`src/rtl/fc_pkg.sv`:
```
// fc_pkg: shared sizes, derived widths and FSM encoding for the fully-connected sequencer.
package fc_pkg;

    localparam int IN_SIZE    = 75;
    localparam int OUT_SIZE   = 10;
    localparam int DATA_WIDTH = 16;
    localparam int CLASS_W    = 4;

    localparam int W_LEN      = IN_SIZE * OUT_SIZE;
    localparam int MAP_AW     = $clog2(IN_SIZE);
    localparam int W_AW       = $clog2(W_LEN);
    localparam int BIAS_AW    = CLASS_W;
    localparam int STREAM_LEN = IN_SIZE + W_LEN + OUT_SIZE;

    typedef enum logic [2:0] {
        ST_IDLE   = 3'd0,
        ST_START  = 3'd1,
        ST_RD_MAP = 3'd2,
        ST_RD_W   = 3'd3,
        ST_RD_B   = 3'd4,
        ST_DRAIN  = 3'd5,
        ST_WAIT   = 3'd6,
        ST_DONE   = 3'd7
    } fc_state_e;

endpackage

```
`src/rtl/fc_seq_ctrl_if.sv`:
```
// fc_seq_ctrl_if: control, memory-port and fc_layer signals of the sequencer; master is the sequencer side.
interface fc_seq_ctrl_if;
    import fc_pkg::*;

    logic                  start;
    logic                  busy;
    logic                  done;
    logic                  error;
    logic [CLASS_W-1:0]    class_out;
    logic [DATA_WIDTH-1:0] max_score;

    logic                  map_rd_en;
    logic [MAP_AW-1:0]     map_addr;
    logic [DATA_WIDTH-1:0] map_rdata;
    logic                  weight_rd_en;
    logic [W_AW-1:0]       weight_addr;
    logic [DATA_WIDTH-1:0] weight_rdata;
    logic                  bias_rd_en;
    logic [BIAS_AW-1:0]    bias_addr;
    logic [DATA_WIDTH-1:0] bias_rdata;

    logic                  start_fc;
    logic                  data_valid;
    logic [DATA_WIDTH-1:0] map_in_serial;
    logic [DATA_WIDTH-1:0] weight_serial;
    logic [DATA_WIDTH-1:0] bias_serial;
    logic                  finish_fc;
    logic [DATA_WIDTH-1:0] predict_out;
    logic                  predict_out_valid;

    modport master (
        input  start, map_rdata, weight_rdata, bias_rdata,
               finish_fc, predict_out, predict_out_valid,
        output busy, done, error, class_out, max_score,
               map_rd_en, map_addr, weight_rd_en, weight_addr, bias_rd_en, bias_addr,
               start_fc, data_valid, map_in_serial, weight_serial, bias_serial
    );

    modport slave (
        output start, map_rdata, weight_rdata, bias_rdata,
               finish_fc, predict_out, predict_out_valid,
        input  busy, done, error, class_out, max_score,
               map_rd_en, map_addr, weight_rd_en, weight_addr, bias_rd_en, bias_addr,
               start_fc, data_valid, map_in_serial, weight_serial, bias_serial
    );
endinterface

```
`src/rtl/fc_argmax.sv`:
```
// fc_argmax: streaming signed max tracker; ties keep the lowest index, samples past OUT_SIZE are ignored.
module fc_argmax
    import fc_pkg::*;
(
    input  logic                         clk,
    input  logic                         rst_n,
    input  logic                         clr_i,
    input  logic                         valid_i,
    input  logic signed [DATA_WIDTH-1:0] data_i,
    output logic        [CLASS_W-1:0]    idx_o,
    output logic signed [DATA_WIDTH-1:0] max_o
);
    localparam int CNT_W = $clog2(OUT_SIZE + 1);

    logic        [CNT_W-1:0]      cnt_q, cnt_d;
    logic        [CLASS_W-1:0]    idx_q, idx_d;
    logic signed [DATA_WIDTH-1:0] max_q, max_d;
    logic                         accept_s, take_s;

    // Outputs already include the current sample so a same-edge capture sees it
    always_comb begin
        accept_s = valid_i && (cnt_q < CNT_W'(OUT_SIZE));
        take_s   = accept_s && ((cnt_q == '0) || (data_i > max_q));
        max_d    = take_s ? data_i : max_q;
        idx_d    = take_s ? CLASS_W'(cnt_q) : idx_q;
        cnt_d    = accept_s ? (cnt_q + CNT_W'(1)) : cnt_q;
    end

    // Running max / index / sample-count registers
    always_ff @(posedge clk or negedge rst_n) begin
        if (!rst_n) begin
            cnt_q <= '0;
            idx_q <= '0;
            max_q <= '0;
        end else if (clr_i) begin
            cnt_q <= '0;
            idx_q <= '0;
            max_q <= '0;
        end else begin
            cnt_q <= cnt_d;
            idx_q <= idx_d;
            max_q <= max_d;
        end
    end

    assign idx_o = idx_d;
    assign max_o = max_d;
endmodule

```
`src/rtl/fc_seq_ctrl.sv`:
```
// fc_seq_ctrl: streams feature map, weights and biases into fc_layer and reports the argmax class.
// Optional WAIT watchdog is enabled by defining FC_SEQ_TIMEOUT_EN.
module fc_seq_ctrl
    import fc_pkg::*;
#(
    parameter int TIMEOUT_CYC = 4096
) (
    input  logic          clk,
    input  logic          reset_n,
    fc_seq_ctrl_if.master bus
);
    localparam int CNT_MAX = (W_LEN > TIMEOUT_CYC) ? W_LEN : TIMEOUT_CYC;
    localparam int CNT_W   = $clog2(CNT_MAX + 1);

    fc_state_e                    state_q, state_d;
    logic [CNT_W-1:0]             cnt_q, cnt_d;
    logic                         timeout_s, acc_en_s;
    logic [CLASS_W-1:0]           am_idx_s;
    logic signed [DATA_WIDTH-1:0] am_max_s;

    logic                  start_fc_q, start_fc_d, busy_q, busy_d, done_q, done_d, error_q, error_d;
    logic                  map_rd_en_q, map_rd_en_d, w_rd_en_q, w_rd_en_d, b_rd_en_q, b_rd_en_d;
    logic [MAP_AW-1:0]     map_addr_q, map_addr_d;
    logic [W_AW-1:0]       w_addr_q, w_addr_d;
    logic [BIAS_AW-1:0]    b_addr_q, b_addr_d;
    logic [CLASS_W-1:0]    class_q, class_d;
    logic [DATA_WIDTH-1:0] max_q, max_d;
    logic                  map_ret_q, w_ret_q, b_ret_q;
    logic [DATA_WIDTH-1:0] map_hold_q, w_hold_q, b_hold_q;

    // State register
    always_ff @(posedge clk or negedge reset_n) begin
        if (!reset_n) begin
            state_q <= ST_IDLE;
            cnt_q   <= '0;
        end else begin
            state_q <= state_d;
            cnt_q   <= cnt_d;
        end
    end

    // Next-state logic; cnt_q is the read address in read phases and the watchdog in WAIT
    always_comb begin
        state_d   = state_q;
        cnt_d     = '0;
        timeout_s = 1'b0;
        case (state_q)
            ST_IDLE:   state_d = bus.start ? ST_START : ST_IDLE;
            ST_START:  state_d = ST_RD_MAP;
            ST_RD_MAP: begin
                if (cnt_q == CNT_W'(IN_SIZE - 1)) state_d = ST_RD_W;
                else                              cnt_d   = cnt_q + CNT_W'(1);
            end
            ST_RD_W: begin
                if (cnt_q == CNT_W'(W_LEN - 1)) state_d = ST_RD_B;
                else                            cnt_d   = cnt_q + CNT_W'(1);
            end
            ST_RD_B: begin
                if (cnt_q == CNT_W'(OUT_SIZE - 1)) state_d = ST_DRAIN;
                else                               cnt_d   = cnt_q + CNT_W'(1);
            end
            ST_DRAIN:  state_d = ST_WAIT;
            ST_WAIT: begin
                if (bus.finish_fc) begin
                    state_d = ST_DONE;
                end
`ifdef FC_SEQ_TIMEOUT_EN
                else if (cnt_q == CNT_W'(TIMEOUT_CYC - 1)) begin
                    state_d   = ST_DONE;
                    timeout_s = 1'b1;
                end else begin
                    cnt_d = cnt_q + CNT_W'(1);
                end
`else
                else begin
                    state_d = ST_WAIT;
                end
`endif
            end
            ST_DONE:   state_d = ST_IDLE;
            default:   state_d = ST_IDLE;
        endcase
    end

    assign acc_en_s = state_q inside {ST_RD_MAP, ST_RD_W, ST_RD_B, ST_DRAIN, ST_WAIT};

    fc_argmax u_argmax (
        .clk     (clk),
        .rst_n   (reset_n),
        .clr_i   (state_q == ST_START),
        .valid_i (bus.predict_out_valid && acc_en_s),
        .data_i  ($signed(bus.predict_out)),
        .idx_o   (am_idx_s),
        .max_o   (am_max_s)
    );

    // Output decode from the next state so every output leaves a flop aligned with its state
    always_comb begin
        start_fc_d  = (state_d == ST_START);
        busy_d      = (state_d != ST_IDLE) && (state_d != ST_DONE);
        done_d      = (state_d == ST_DONE);
        error_d     = done_d && timeout_s;
        map_rd_en_d = (state_d == ST_RD_MAP);
        w_rd_en_d   = (state_d == ST_RD_W);
        b_rd_en_d   = (state_d == ST_RD_B);
        map_addr_d  = map_rd_en_d ? MAP_AW'(cnt_d) : '0;
        w_addr_d    = w_rd_en_d ? W_AW'(cnt_d) : '0;
        b_addr_d    = b_rd_en_d ? BIAS_AW'(cnt_d) : '0;
        if (done_d && timeout_s) begin
            class_d = '0;
            max_d   = '0;
        end else if (done_d) begin
            class_d = am_idx_s;
            max_d   = am_max_s;
        end else begin
            class_d = class_q;
            max_d   = max_q;
        end
    end

    // Output registers
    always_ff @(posedge clk or negedge reset_n) begin
        if (!reset_n) begin
            start_fc_q  <= 1'b0;
            busy_q      <= 1'b0;
            done_q      <= 1'b0;
            error_q     <= 1'b0;
            map_rd_en_q <= 1'b0;
            w_rd_en_q   <= 1'b0;
            b_rd_en_q   <= 1'b0;
            map_addr_q  <= '0;
            w_addr_q    <= '0;
            b_addr_q    <= '0;
            class_q     <= '0;
            max_q       <= '0;
        end else begin
            start_fc_q  <= start_fc_d;
            busy_q      <= busy_d;
            done_q      <= done_d;
            error_q     <= error_d;
            map_rd_en_q <= map_rd_en_d;
            w_rd_en_q   <= w_rd_en_d;
            b_rd_en_q   <= b_rd_en_d;
            map_addr_q  <= map_addr_d;
            w_addr_q    <= w_addr_d;
            b_addr_q    <= b_addr_d;
            class_q     <= class_d;
            max_q       <= max_d;
        end
    end

    // Read-return tracking; each serial bus shows its registered memory word while that phase returns, else holds
    always_ff @(posedge clk or negedge reset_n) begin
        if (!reset_n) begin
            map_ret_q  <= 1'b0;
            w_ret_q    <= 1'b0;
            b_ret_q    <= 1'b0;
            map_hold_q <= '0;
            w_hold_q   <= '0;
            b_hold_q   <= '0;
        end else begin
            map_ret_q  <= map_rd_en_q;
            w_ret_q    <= w_rd_en_q;
            b_ret_q    <= b_rd_en_q;
            map_hold_q <= map_ret_q ? bus.map_rdata : map_hold_q;
            w_hold_q   <= w_ret_q ? bus.weight_rdata : w_hold_q;
            b_hold_q   <= b_ret_q ? bus.bias_rdata : b_hold_q;
        end
    end

    assign bus.start_fc      = start_fc_q;
    assign bus.busy          = busy_q;
    assign bus.done          = done_q;
    assign bus.error         = error_q;
    assign bus.class_out     = class_q;
    assign bus.max_score     = max_q;
    assign bus.map_rd_en     = map_rd_en_q;
    assign bus.map_addr      = map_addr_q;
    assign bus.weight_rd_en  = w_rd_en_q;
    assign bus.weight_addr   = w_addr_q;
    assign bus.bias_rd_en    = b_rd_en_q;
    assign bus.bias_addr     = b_addr_q;
    assign bus.data_valid    = map_ret_q | w_ret_q | b_ret_q;
    assign bus.map_in_serial = map_ret_q ? bus.map_rdata : map_hold_q;
    assign bus.weight_serial = w_ret_q ? bus.weight_rdata : w_hold_q;
    assign bus.bias_serial   = b_ret_q ? bus.bias_rdata : b_hold_q;
endmodule

```
`src/flat_wrapper.sv`:
```
// flat-port wrapper written by rule: the top's interface ports become plain ports
module fc_seq_ctrl_flat import fc_pkg::*;
#(
    parameter int TIMEOUT_CYC = 4096
)
  (clk, reset_n, bus_start, bus_map_rdata, bus_weight_rdata, bus_bias_rdata, bus_finish_fc, bus_predict_out, bus_predict_out_valid, bus_busy, bus_done, bus_error, bus_class_out, bus_max_score, bus_map_rd_en, bus_map_addr, bus_weight_rd_en, bus_weight_addr, bus_bias_rd_en, bus_bias_addr, bus_start_fc, bus_data_valid, bus_map_in_serial, bus_weight_serial, bus_bias_serial);
  fc_seq_ctrl_if bus_i ();
  input  logic clk;
  input  logic reset_n;
  input wire logic [$bits(bus_i.start)-1:0] bus_start;
  input wire logic [$bits(bus_i.map_rdata)-1:0] bus_map_rdata;
  input wire logic [$bits(bus_i.weight_rdata)-1:0] bus_weight_rdata;
  input wire logic [$bits(bus_i.bias_rdata)-1:0] bus_bias_rdata;
  input wire logic [$bits(bus_i.finish_fc)-1:0] bus_finish_fc;
  input wire logic [$bits(bus_i.predict_out)-1:0] bus_predict_out;
  input wire logic [$bits(bus_i.predict_out_valid)-1:0] bus_predict_out_valid;
  output wire logic [$bits(bus_i.busy)-1:0] bus_busy;
  output wire logic [$bits(bus_i.done)-1:0] bus_done;
  output wire logic [$bits(bus_i.error)-1:0] bus_error;
  output wire logic [$bits(bus_i.class_out)-1:0] bus_class_out;
  output wire logic [$bits(bus_i.max_score)-1:0] bus_max_score;
  output wire logic [$bits(bus_i.map_rd_en)-1:0] bus_map_rd_en;
  output wire logic [$bits(bus_i.map_addr)-1:0] bus_map_addr;
  output wire logic [$bits(bus_i.weight_rd_en)-1:0] bus_weight_rd_en;
  output wire logic [$bits(bus_i.weight_addr)-1:0] bus_weight_addr;
  output wire logic [$bits(bus_i.bias_rd_en)-1:0] bus_bias_rd_en;
  output wire logic [$bits(bus_i.bias_addr)-1:0] bus_bias_addr;
  output wire logic [$bits(bus_i.start_fc)-1:0] bus_start_fc;
  output wire logic [$bits(bus_i.data_valid)-1:0] bus_data_valid;
  output wire logic [$bits(bus_i.map_in_serial)-1:0] bus_map_in_serial;
  output wire logic [$bits(bus_i.weight_serial)-1:0] bus_weight_serial;
  output wire logic [$bits(bus_i.bias_serial)-1:0] bus_bias_serial;
  assign bus_i.start = bus_start;
  assign bus_i.map_rdata = bus_map_rdata;
  assign bus_i.weight_rdata = bus_weight_rdata;
  assign bus_i.bias_rdata = bus_bias_rdata;
  assign bus_i.finish_fc = bus_finish_fc;
  assign bus_i.predict_out = bus_predict_out;
  assign bus_i.predict_out_valid = bus_predict_out_valid;
  assign bus_busy = bus_i.busy;
  assign bus_done = bus_i.done;
  assign bus_error = bus_i.error;
  assign bus_class_out = bus_i.class_out;
  assign bus_max_score = bus_i.max_score;
  assign bus_map_rd_en = bus_i.map_rd_en;
  assign bus_map_addr = bus_i.map_addr;
  assign bus_weight_rd_en = bus_i.weight_rd_en;
  assign bus_weight_addr = bus_i.weight_addr;
  assign bus_bias_rd_en = bus_i.bias_rd_en;
  assign bus_bias_addr = bus_i.bias_addr;
  assign bus_start_fc = bus_i.start_fc;
  assign bus_data_valid = bus_i.data_valid;
  assign bus_map_in_serial = bus_i.map_in_serial;
  assign bus_weight_serial = bus_i.weight_serial;
  assign bus_bias_serial = bus_i.bias_serial;
  fc_seq_ctrl #(.TIMEOUT_CYC(TIMEOUT_CYC)) u_core (.clk(clk), .reset_n(reset_n), .bus(bus_i));
endmodule
```
`config.mk`:
```
export PLATFORM = sky130hd
export DESIGN_NAME = fc_seq_ctrl_flat
export DESIGN_NICKNAME = d
export VERILOG_FILES = /design/src/rtl/fc_pkg.sv /design/src/rtl/fc_seq_ctrl_if.sv /design/src/rtl/fc_argmax.sv /design/src/rtl/fc_seq_ctrl.sv /design/src/flat_wrapper.sv
export SDC_FILE = /design/constraint.sdc
export NUM_CORES = 1
export LEC_CHECK = 0
export ABC_AREA = 1
export CORE_MARGIN = 3
export CORE_UTILIZATION = 36
export DETAILED_ROUTE_END_ITERATION = 6
export PLACE_DENSITY = 0.64
export SYNTH_ARGS = -nofsm -noshare
export SYNTH_HDL_FRONTEND = slang
export SYNTH_HIERARCHICAL = 1
export SYNTH_SLANG_ARGS = --single-unit
```
`constraint.sdc`:
```
create_clock -name clk -period 4.1 [get_ports clk]
set_clock_uncertainty 0.15 [all_clocks]
set_input_delay 1.23 -clock clk [delete_from_list [all_inputs] [get_ports clk]]
set_output_delay 1.23 -clock clk [all_outputs]
set_load 0.02 [all_outputs]
```
==> results of run 1 <==
[logic make-up after synthesis]
group                      count (synthesis)  share of synthesized area
buffers and inverters                    128                     0.0813
other                                      1                   0.000569
adders and majority gates                 21                     0.0399
and+or+nand+nor                          449                      0.325
xor gates and xnor gates                   6                    0.00798
AOI/OAI and AO/OA                         22                     0.0203
DFF                                      138                      0.524
[state kept, by name, summed over array words and instances (netlist names), 3 cells and up]
signal	count
u_core/bus.max_score	16
u_core/u_argmax/max_q	16
u_core/bus.map_addr	7
u_core/w_hold_q	16
u_core/bus.weight_addr	10
u_core/bus.bias_addr	4
u_core/b_hold_q	16
u_core/state_q	3
u_core/u_argmax/cnt_q	4
u_core/bus.class_out	4
u_core/cnt_q	13
u_core/map_hold_q	16
u_core/u_argmax/idx_q	4
[power groups by stage]
stage / Clock, W / Sequential, W / Combinational [W]
after floorplan: 0 / 0.00154 / 0.000951
after global placement: 0 / 0.00155 / 0.00117
after detailed placement: 0 / 0.00155 / 0.00120
after CTS: 0.00172 / 0.00153 / 0.00120
after global routing: 0.00179 / 0.00154 / 0.00135
final: 0.00168 / 0.00153 / 0.00118
[stage by stage]
| step | util | instances | hold slack, ps | instance area [sq um] | setup slack [ps] |
|---|---|---|---|---|---|
| 5_1_grt | 0.518 | 1171 | 234 | 9120 | 185 |
| 6_report | 0.518 | 1171 | 222 | 9120 | 249 |
| 2_1_floorplan | - | 765 | 344 | 6590 | 1230 |
| 4_1_cts | 0.518 | 1171 | 226 | 9120 | 240 |
| 3_3_place_gp | 0.481 | 1140 | 209 | 8470 | 245 |
| 3_5_place_dp | 0.481 | 1140 | 211 | 8470 | 250 |
[worst register-to-register path, cell delays in order (launching register included)]
cell and delay [ps]:
dfrtp_1 410, nand2_1 110, nor2_1 200, inv_1 270
a31oi_1 280, inv_1 140, nor2_8 370, nand2_4 100
buf_4 230, nand2_4 80, nand2_2 50, inv_1 60
nand2_1 60, nand2_1 110
[path summary, 6_finish.rpt]
kind                                                        to  slack, ps                           start  cells past startpoint
max in group asynchronous        u_core/w_hold_q[10]$_DFF_PN0_       2520                         reset_n                      2
setup / recovery                            bus_bias_serial[8]        250               bus_bias_rdata[8]                      4
setup reg to reg           u_core/bus.max_score[6]$_DFFE_PN0N_       1430     u_core/state_q[0]$_DFF_PN0_                     13
min in group asynchronous  u_core/bus.weight_addr[5]$_DFF_PN0_        550                         reset_n                      1
hold / removal                      u_core/map_ret_q$_DFF_PN0_        220  u_core/bus.map_rd_en$_DFF_PN0_                      0
hold reg to reg                     u_core/map_ret_q$_DFF_PN0_        220  u_core/bus.map_rd_en$_DFF_PN0_                      0
[Yosys cell counts, types with 2 or more instances]
library cell  count  area [sq um]
buf_4             3          22.5
nand2_1         265           995
nand4_1           3          18.8
inv_2             5          18.8
a21oi_1           7          35.0
nand2_4          23           259
o21ai_0           6          30.0
nor2_2           24           150
ha_1             21           263
nand2_2          24           150
nand3_2           4          40.0
nand3_1          38           190
nor2_1           39           146
a21oi_2           2          17.5
buf_12            2          40.0
xor2_1            5          43.8
clkbuf_1         14          52.6
clkinv_1          3          11.3
dfrtp_1         138          3450
nor3_1           23           115
inv_1            96           360
nor3_2            3          30.0
buf_2             3          15.0
[cell type report]
cell class              instances  area (sq um)  share of cell area
flip-flops and latches        138          3450               0.379
multi-input cells             499          2600               0.285
repair buffers                174          1740               0.191
well taps                     225           282              0.0309
inverters                     104           390              0.0428
clock buffers                  20           457              0.0501
clock inverters                11           194              0.0213
[per-layer routing]
metal  GRT usage  share of wire  up-vias
met4      0.0413         0.0077        0
met5           0              0        -
met1       0.213           0.45     2409
met3      0.0522          0.064        8
li1            -              -     2664
met2       0.261           0.47      106
==> flow_summary.toml, run 1 <==
[finish]
area_growth_pct = 38.5
fin_nets = 1024
nFillCells = 1631
layout_commonest_cell = "nand2_1"
final_cell_mix = "265 x nand2_1, 163 x clkdlybuf4s50_1, 138 x dfrtp_1"
diodes = 0
layout-drive-gt1-share = 0.137

[power]
combinationalPowerShare = 0.270
internal_power_w = 0.00306
p_sw_frac = 0.303
clock_power_share = 0.382
p_total_w = 0.00439
power_density_mw_per_mm2 = 481
pwr-share-seq = 0.348
switching_power_w = 0.00133
p_leak_nw = 4.52
vdd_drop_max_mv = 0.298

[placement]
gp_congestion = 0.855
dp_hpwl_um = 11200
port_buffers = 164

[cts]
post-cts-setup-buffers = 0
clock-root-buffer = "clkbuf_16"
clk_path_buf_depth = 2
clock_sinks = 138
cts_tree = "built"
ctsHoldBuffers = 0
worstSkewPairLatency_ps = 410
cts_made_buffers = 17
cts_resized = 0
h-tree-depth = 4
clk_pin_slew_ps = 50

[synthesis]
netlist_area_sq_mm = 0.00659
synth_edf_count = 0
netlist_instances = 765
syn_nets = 855
yosys.cell_types.count = 37
yosysWarnings = 6
synthArstFlopShare = 1.00
seq_area_frac_synth = 0.524
synth-main-ff-cell = "dfrtp_1"
syn_avg_cell_area_sq_um = 8.61
synth_seq_cells = 138

[die]
rows = 48
fp.coreArea_sq_mm = 0.0176
initial_core_util = 0.374
dieArea_sq_mm = 0.0200
io-pin-count = 166
die-height_um = 141
die_w_um = 141

[status]
status = "finished clean"

[critical_path]
cp-start-kind = "input pin"
critPathTopFamily = "buffers and inverters"
crit_path_cell_trace = "clkdlybuf4s50_1 > nand2_1 > nand2_1 > clkdlybuf4s50_1"
arrival_ps = 2470
crit_slowest_cell = "clkdlybuf4s50_1"
critPathBufInv = 2
cp.required_ps = 2720
critPathKind = "input pin to output pin"
cpPeakStageDelay_ps = 610
critPathCaptureType = "output pin"
critPathMaxFanout = 2

[global_routing]
grt_pass1_wl_um = 26100
grt_overflow_total = 0
antenna_found_initial = 0
grt_start_max_net_pins = 75
first_global_vias = 5310
grt_use_total = 0.163

[detailed_routing]
via_per_inst = 4.43
via_count = 5187
dr.pass1.iters = 4
wirelength_um = 15700
ant_nets = 0
first_iter_violations = 160
routedWlPerCell_um = 13.4
drc = 0

[min_path]
hold_path.class = "register to register"

[timing]
finalCriticalPeriod_ps = 3850
setup_tns_ps = 0
period_share = 0.939
fmax_mhz = 260
slew_violations = 0
hold_viol = 0
slew_headroom = 0.501
setup_viol = 0
grt_setup_unrepaired = "no"
worst_slew_pin_slew_ps = 748

[job]
maxCapViolCount = 0
(Power assumes the default switching activity.)
==> run 2: changes to the inputs <==
--- a/config.mk
+++ b/config.mk
@@ -9,7 +9,7 @@
 export CORE_MARGIN = 3
 export CORE_UTILIZATION = 36
 export DETAILED_ROUTE_END_ITERATION = 6
-export PLACE_DENSITY = 0.64
+export PLACE_DENSITY = 0.66
 export SYNTH_ARGS = -nofsm -noshare
 export SYNTH_HDL_FRONTEND = slang
 export SYNTH_HIERARCHICAL = 1
==> constraint.sdc (replaced) <==
create_clock -name clk -period 3.5 [get_ports clk]
set_clock_uncertainty 0.15 [all_clocks]
set_input_delay 1.05 -clock clk [delete_from_list [all_inputs] [get_ports clk]]
set_output_delay 1.05 -clock clk [all_outputs]
set_load 0.02 [all_outputs]
==> flow_summary.toml, run 2 (synthesized netlist as in run 1, its figures left out) <==
[detailed_routing]
routedWlPerCell_um = 13.5
via_count = 5215
dr.pass1.iters = 4
wirelength_um = 15800
via_per_inst = 4.44
ant_nets = 0
first_iter_violations = 163
drc = 0

[die]
io-pin-count = 166
dieArea_sq_mm = 0.0200
initial_core_util = 0.374
rows = 48
fp.coreArea_sq_mm = 0.0176
die-height_um = 141
die_w_um = 141

[status]
status = "finished clean"

[finish]
final_cell_mix = "265 x nand2_1, 138 x clkdlybuf4s50_1, 138 x dfrtp_1"
multi_input_area_sq_mm = 0.00260
post-route-util = 0.521
layout_commonest_cell = "nand2_1"
nFillCells = 1648
area_growth_pct = 39.4
fin_nets = 1027
layout-drive-gt1-share = 0.142
final-seq-area_sq_mm = 0.00345
diodes = 0

[power]
p_leak_nw = 4.57
switching_power_w = 0.00160
power_density_mw_per_mm2 = 552
p_total_w = 0.00507
combinationalPowerShare = 0.284
vdd_drop_max_mv = 0.340
p_sw_frac = 0.316
pwr-share-seq = 0.353
clock_power_share = 0.364
internal_power_w = 0.00347

[timing]
hold_viol = 0
setup_viol = 0
slew_headroom = 0.562
slew_violations = 0
grt_setup_unrepaired = "no"
finalCriticalPeriod_ps = 3470
fmax_mhz = 288
period_share = 0.992
worst_slew_pin_slew_ps = 652

[min_path]
hold_path.class = "register to register"

[global_routing]
grt_overflow_total = 0
first_global_vias = 5222
grt_pass1_wl_um = 26100
grt_start_max_net_pins = 64
grt_use_total = 0.163
antenna_found_initial = 0

[placement]
dp_hpwl_um = 11400
port_buffers = 164
gp_congestion = 0.840

[cts]
clk_path_buf_depth = 2
h-tree-depth = 4
clock-root-buffer = "clkbuf_16"
clock_sinks = 138
cts_made_buffers = 17
post-cts-setup-buffers = 0
worstSkewPairLatency_ps = 410
cts_tree = "built"
ctsHoldBuffers = 0
clk_pin_slew_ps = 60

[critical_path]
critPathMaxFanout = 2
cp-start-kind = "input pin"
critPathCaptureType = "output pin"
cpPeakStageDelay_ps = 610
crit_slowest_cell = "clkdlybuf4s50_1"
cp.required_ps = 2300
arrival_ps = 2270
critPathKind = "input pin to output pin"
crit_path_cell_trace = "clkdlybuf4s50_1 > nand2_1 > nand2_1 > clkdlybuf4s50_1"

[job]
maxCapViolCount = 0
-- run 2: changes by cell type in the layout (fill, tap and decap cells not counted), sizes merged --
| cell | before | now |
|---|---|---|
| dlymetal6s2s | 0 | 22 |
| clkinv | 8 | 10 |
| bufinv | 5 | 3 |
| dlygate4sd2 | 0 | 3 |
| clkdlybuf4s50 | 163 | 138 |
| clkinvlp | 1 | 3 |
| clkbuf | 20 | 18 |
| inv | 101 | 102 |
| buf | 11 | 14 |
-- run 2: path summary, 6_finish.rpt --
kind	from	end	slack (ps)	cells past startpoint
setup / recovery	bus_map_rdata[7]	bus_map_in_serial[7]	30	4
hold / removal	u_core/bus.map_rd_en$_DFF_PN0_	u_core/map_ret_q$_DFF_PN0_	220	0
setup reg to reg	u_core/state_q[0]$_DFF_PN0_	u_core/bus.max_score[1]$_DFFE_PN0N_	930	13
hold reg to reg	u_core/bus.map_rd_en$_DFF_PN0_	u_core/map_ret_q$_DFF_PN0_	220	0
max in group asynchronous	reset_n	u_core/w_ret_q$_DFF_PN0_	2070	2
min in group asynchronous	reset_n	u_core/cnt_q[5]$_DFF_PN0_	420	1
-- run 2: repair_timing --
item / 4_1_cts / 5_1_grt
hold endpoints to repair: 0 / 0
endpoints found under the setup margin: 3 / 22
gates resized for setup: 3 / 22
-- run 2: area by class of cell --
type / count / share of cell area
Sequential cell: 138 / 0.376
Multi-Input combinational cell: 499 / 0.283
Timing Repair Buffer: 177 / 0.201
Clock buffer: 18 / 0.0479
Inverter: 104 / 0.0425
Tap cell: 225 / 0.0307
Clock inverter: 14 / 0.0187
-- run 2: power by group through the flow --
| stage | Clock (W) | Combinational, W | Sequential, W |
|---|---|---|---|
| 2_1_floorplan | 0 | 0.00111 | 0.00181 |
| 3_3_place_gp | 0 | 0.00143 | 0.00181 |
| 3_5_place_dp | 0 | 0.00146 | 0.00182 |
| 4_1_cts | 0.00189 | 0.00146 | 0.00179 |
| 5_1_grt | 0.00196 | 0.00163 | 0.00180 |
| 6_report | 0.00184 | 0.00144 | 0.00179 |
-- run 2: worst max-delay path, delay by kind of cell --
family / cells / cell delay, ps
AND/OR/NAND/NOR: 2 / 160
buffers and inverters: 2 / 1070
-- run 2: layer usage --
layer / track usage / wire, um / part of all wire
met1: 0.219 / 7330 / 0.46
met5: 0 / 0 / 0
met2: 0.257 / 7290 / 0.46
met4: 0.0469 / 176 / 0.011
met3: 0.0468 / 1040 / 0.066
-- run 2: metrics by stage --
| step | setup WS (ps) | hold WS, ps | setup TNS, ps | cell area (sq um) | cells |
|---|---|---|---|---|---|
| 3_5_place_dp | -38.3 | 215 | -41.1 | 8510 | 1143 |
| 3_3_place_gp | -76.8 | 208 | -90.4 | 8510 | 1143 |
| 4_1_cts | 2.65 | 227 | 0 | 9120 | 1175 |
| 5_1_grt | 0.546 | 246 | 0 | 9180 | 1175 |
| 2_1_floorplan | 809 | 344 | 0 | 6590 | 765 |
| 6_report | 27.0 | 225 | 0 | 9180 | 1175 |
==> run 3: changes to the inputs <==
--- a/config.mk
+++ b/config.mk
@@ -6,7 +6,6 @@
 export NUM_CORES = 1
 export LEC_CHECK = 0
 export ABC_AREA = 1
-export CORE_MARGIN = 3
 export CORE_UTILIZATION = 36
 export DETAILED_ROUTE_END_ITERATION = 6
 export PLACE_DENSITY = 0.66
==> constraint.sdc (replaced) <==
create_clock -name clk -period 3.5 [get_ports clk]
set_clock_uncertainty 0.15 [all_clocks]
set_input_delay 1.05 -clock clk [delete_from_list [all_inputs] [get_ports clk]]
set_output_delay 1.05 -clock clk [all_outputs]
set_load 0.01 [all_outputs]
==> flow_summary.toml, run 3 (synthesized netlist as in run 1, its figures left out) <==
[die]
die-height_um = 137
io-pin-count = 166
dieArea_sq_mm = 0.0188
rows = 49
initial_core_util = 0.367
die_w_um = 137
fp.coreArea_sq_mm = 0.0180

[critical_path]
worstReg2RegEnd = "u_core/bus.max_score[12]$_DFFE_PN0N_"
cp-start-kind = "input pin"
critPathKind = "input pin to output pin"
cpPeakStageDelay_ps = 540
cp.required_ps = 2300
critPathCaptureType = "output pin"
critPathMaxFanout = 2
arrival_ps = 2220
critPathTopFamily = "buffers and inverters"
crit_slowest_cell = "clkdlybuf4s50_1"
r2r_start = "u_core/state_q[0]$_DFF_PN0_"
r2r_slack_ps = 970
crit_path_cell_trace = "clkdlybuf4s50_1 > nand2_1 > nand2_1 > clkdlybuf4s50_1"
critPathBufInv = 2
reg2regPathDepth = 12

[min_path]
hold_path.class = "register to register"
min-delay-start = "u_core/bus.map_rd_en$_DFF_PN0_"
min_path_cells = 0
min_to = "u_core/map_ret_q$_DFF_PN0_"

[cts]
clk_path_buf_depth = 2
cts_made_buffers = 17
clock-root-buffer = "clkbuf_16"
h-tree-depth = 4
clock_sinks = 138
post-cts-setup-buffers = 0
worstSkewPairLatency_ps = 420
ctsHoldBuffers = 0
cts_tree = "built"
clk_pin_slew_ps = 60
cts_resized = 1

[timing]
hold_viol = 0
setup_tns_ps = 0
finalCriticalPeriod_ps = 3420
period_share = 0.977
worst_slew_pin_slew_ps = 713
slew_headroom = 0.524
fmax_mhz = 292
setup_viol = 0
slew_violations = 0
grt_setup_unrepaired = "no"

[placement]
dp_hpwl_um = 10800
gp_congestion = 0.842
post_dp_cell_area_sq_mm = 0.00855
port_buffers = 164

[detailed_routing]
drc = 0
via_per_inst = 4.43
dr.pass1.iters = 4
wirelength_um = 15200
first_iter_violations = 230
via_count = 5237
routedWlPerCell_um = 12.9
ant_nets = 0

[finish]
layout-drive-gt1-share = 0.144
final_area_sq_mm = 0.00917
diodes = 0
final_cell_mix = "265 x nand2_1, 162 x clkdlybuf4s50_1, 138 x dfrtp_1"
layout_commonest_cell = "nand2_1"
area_growth_pct = 39.3
post-route-util = 0.511
fin_nets = 1031
nFillCells = 1660

[power]
vdd_drop_max_mv = 0.324
power_density_mw_per_mm2 = 561
p_leak_nw = 4.53

[global_routing]
grt_pass1_wl_um = 24300
first_global_vias = 5012
antenna_found_initial = 0
grt_overflow_total = 0
grt_start_max_net_pins = 72
grt_use_total = 0.169

[status]
status = "finished clean"

[job]
maxCapViolCount = 0
[run 3: changes by cell type in the layout (fill, tap and decap cells not counted), moves of 2 or more]
cell / delta
clkinvlp_4: +2
clkinv_2: -2
buf_4: +4
clkinv_4: -3
dlygate4sd2_1: -2
dlymetal6s2s_1: -22
clkdlybuf4s50_1: +24
[run 3: worst register-to-register path: cells and delay by family (launching register included)]
family,cells,cell delay (ps)
buffers and inverters,4,700
flip-flops,1,410
AND/OR/NAND/NOR,7,910
AO/OA/AOI/OAI,1,270
[run 3: worst max-delay path by stage]
stage                              from                                  end  slack [ps]  depth (start not counted)
finish              bus_weight_rdata[2]                 bus_weight_serial[2]          80                          4
global route        bus_weight_rdata[1]                 bus_weight_serial[1]           2                          4
CTS                 bus_weight_rdata[2]                 bus_weight_serial[2]          70                          4
detailed placement  bus_weight_rdata[0]                 bus_weight_serial[0]          10                          4
global placement    bus_weight_rdata[0]                 bus_weight_serial[0]         -20                          4
floorplan           bus_predict_out[15]  u_core/bus.class_out[1]$_DFFE_PN0N_         810                         15
[run 3: cell type report]
| cell class | instances | area [sq um] | area share |
|---|---|---|---|
| flip-flops and latches | 138 | 3450 | 0.376 |
| multi-input cells | 499 | 2600 | 0.283 |
| inverters | 104 | 390 | 0.0426 |
| repair buffers | 181 | 1820 | 0.198 |
| clock buffers | 19 | 453 | 0.0494 |
| clock inverters | 11 | 171 | 0.0187 |
| well taps | 229 | 287 | 0.0312 |
[run 3: per-stage QoR]
step	power [W]	hold slack [ps]	setup WS, ps	std cells
6_report	0.00515	223	80.8	1181
4_1_cts	0.00522	223	71.8	1181
3_5_place_dp	0.00330	210	14.3	1151
5_1_grt	0.00547	228	1.59	1181
2_1_floorplan	0.00291	266	809	765
3_3_place_gp	0.00327	209	-19.8	1151
[run 3: where the power goes]
part	internal [W]	switching [W]
registers	0.00174	0.0000468
logic	0.000619	0.000846
clock network	0.00122	0.000671
[run 3: per-layer routing]
layer  vias up  track usage  part of all wire
met5         -            0                 0
met4         0       0.0617             0.015
met1      2399        0.221              0.46
li1       2681            -                 -
met2       139        0.262              0.45
met3        18       0.0508             0.071
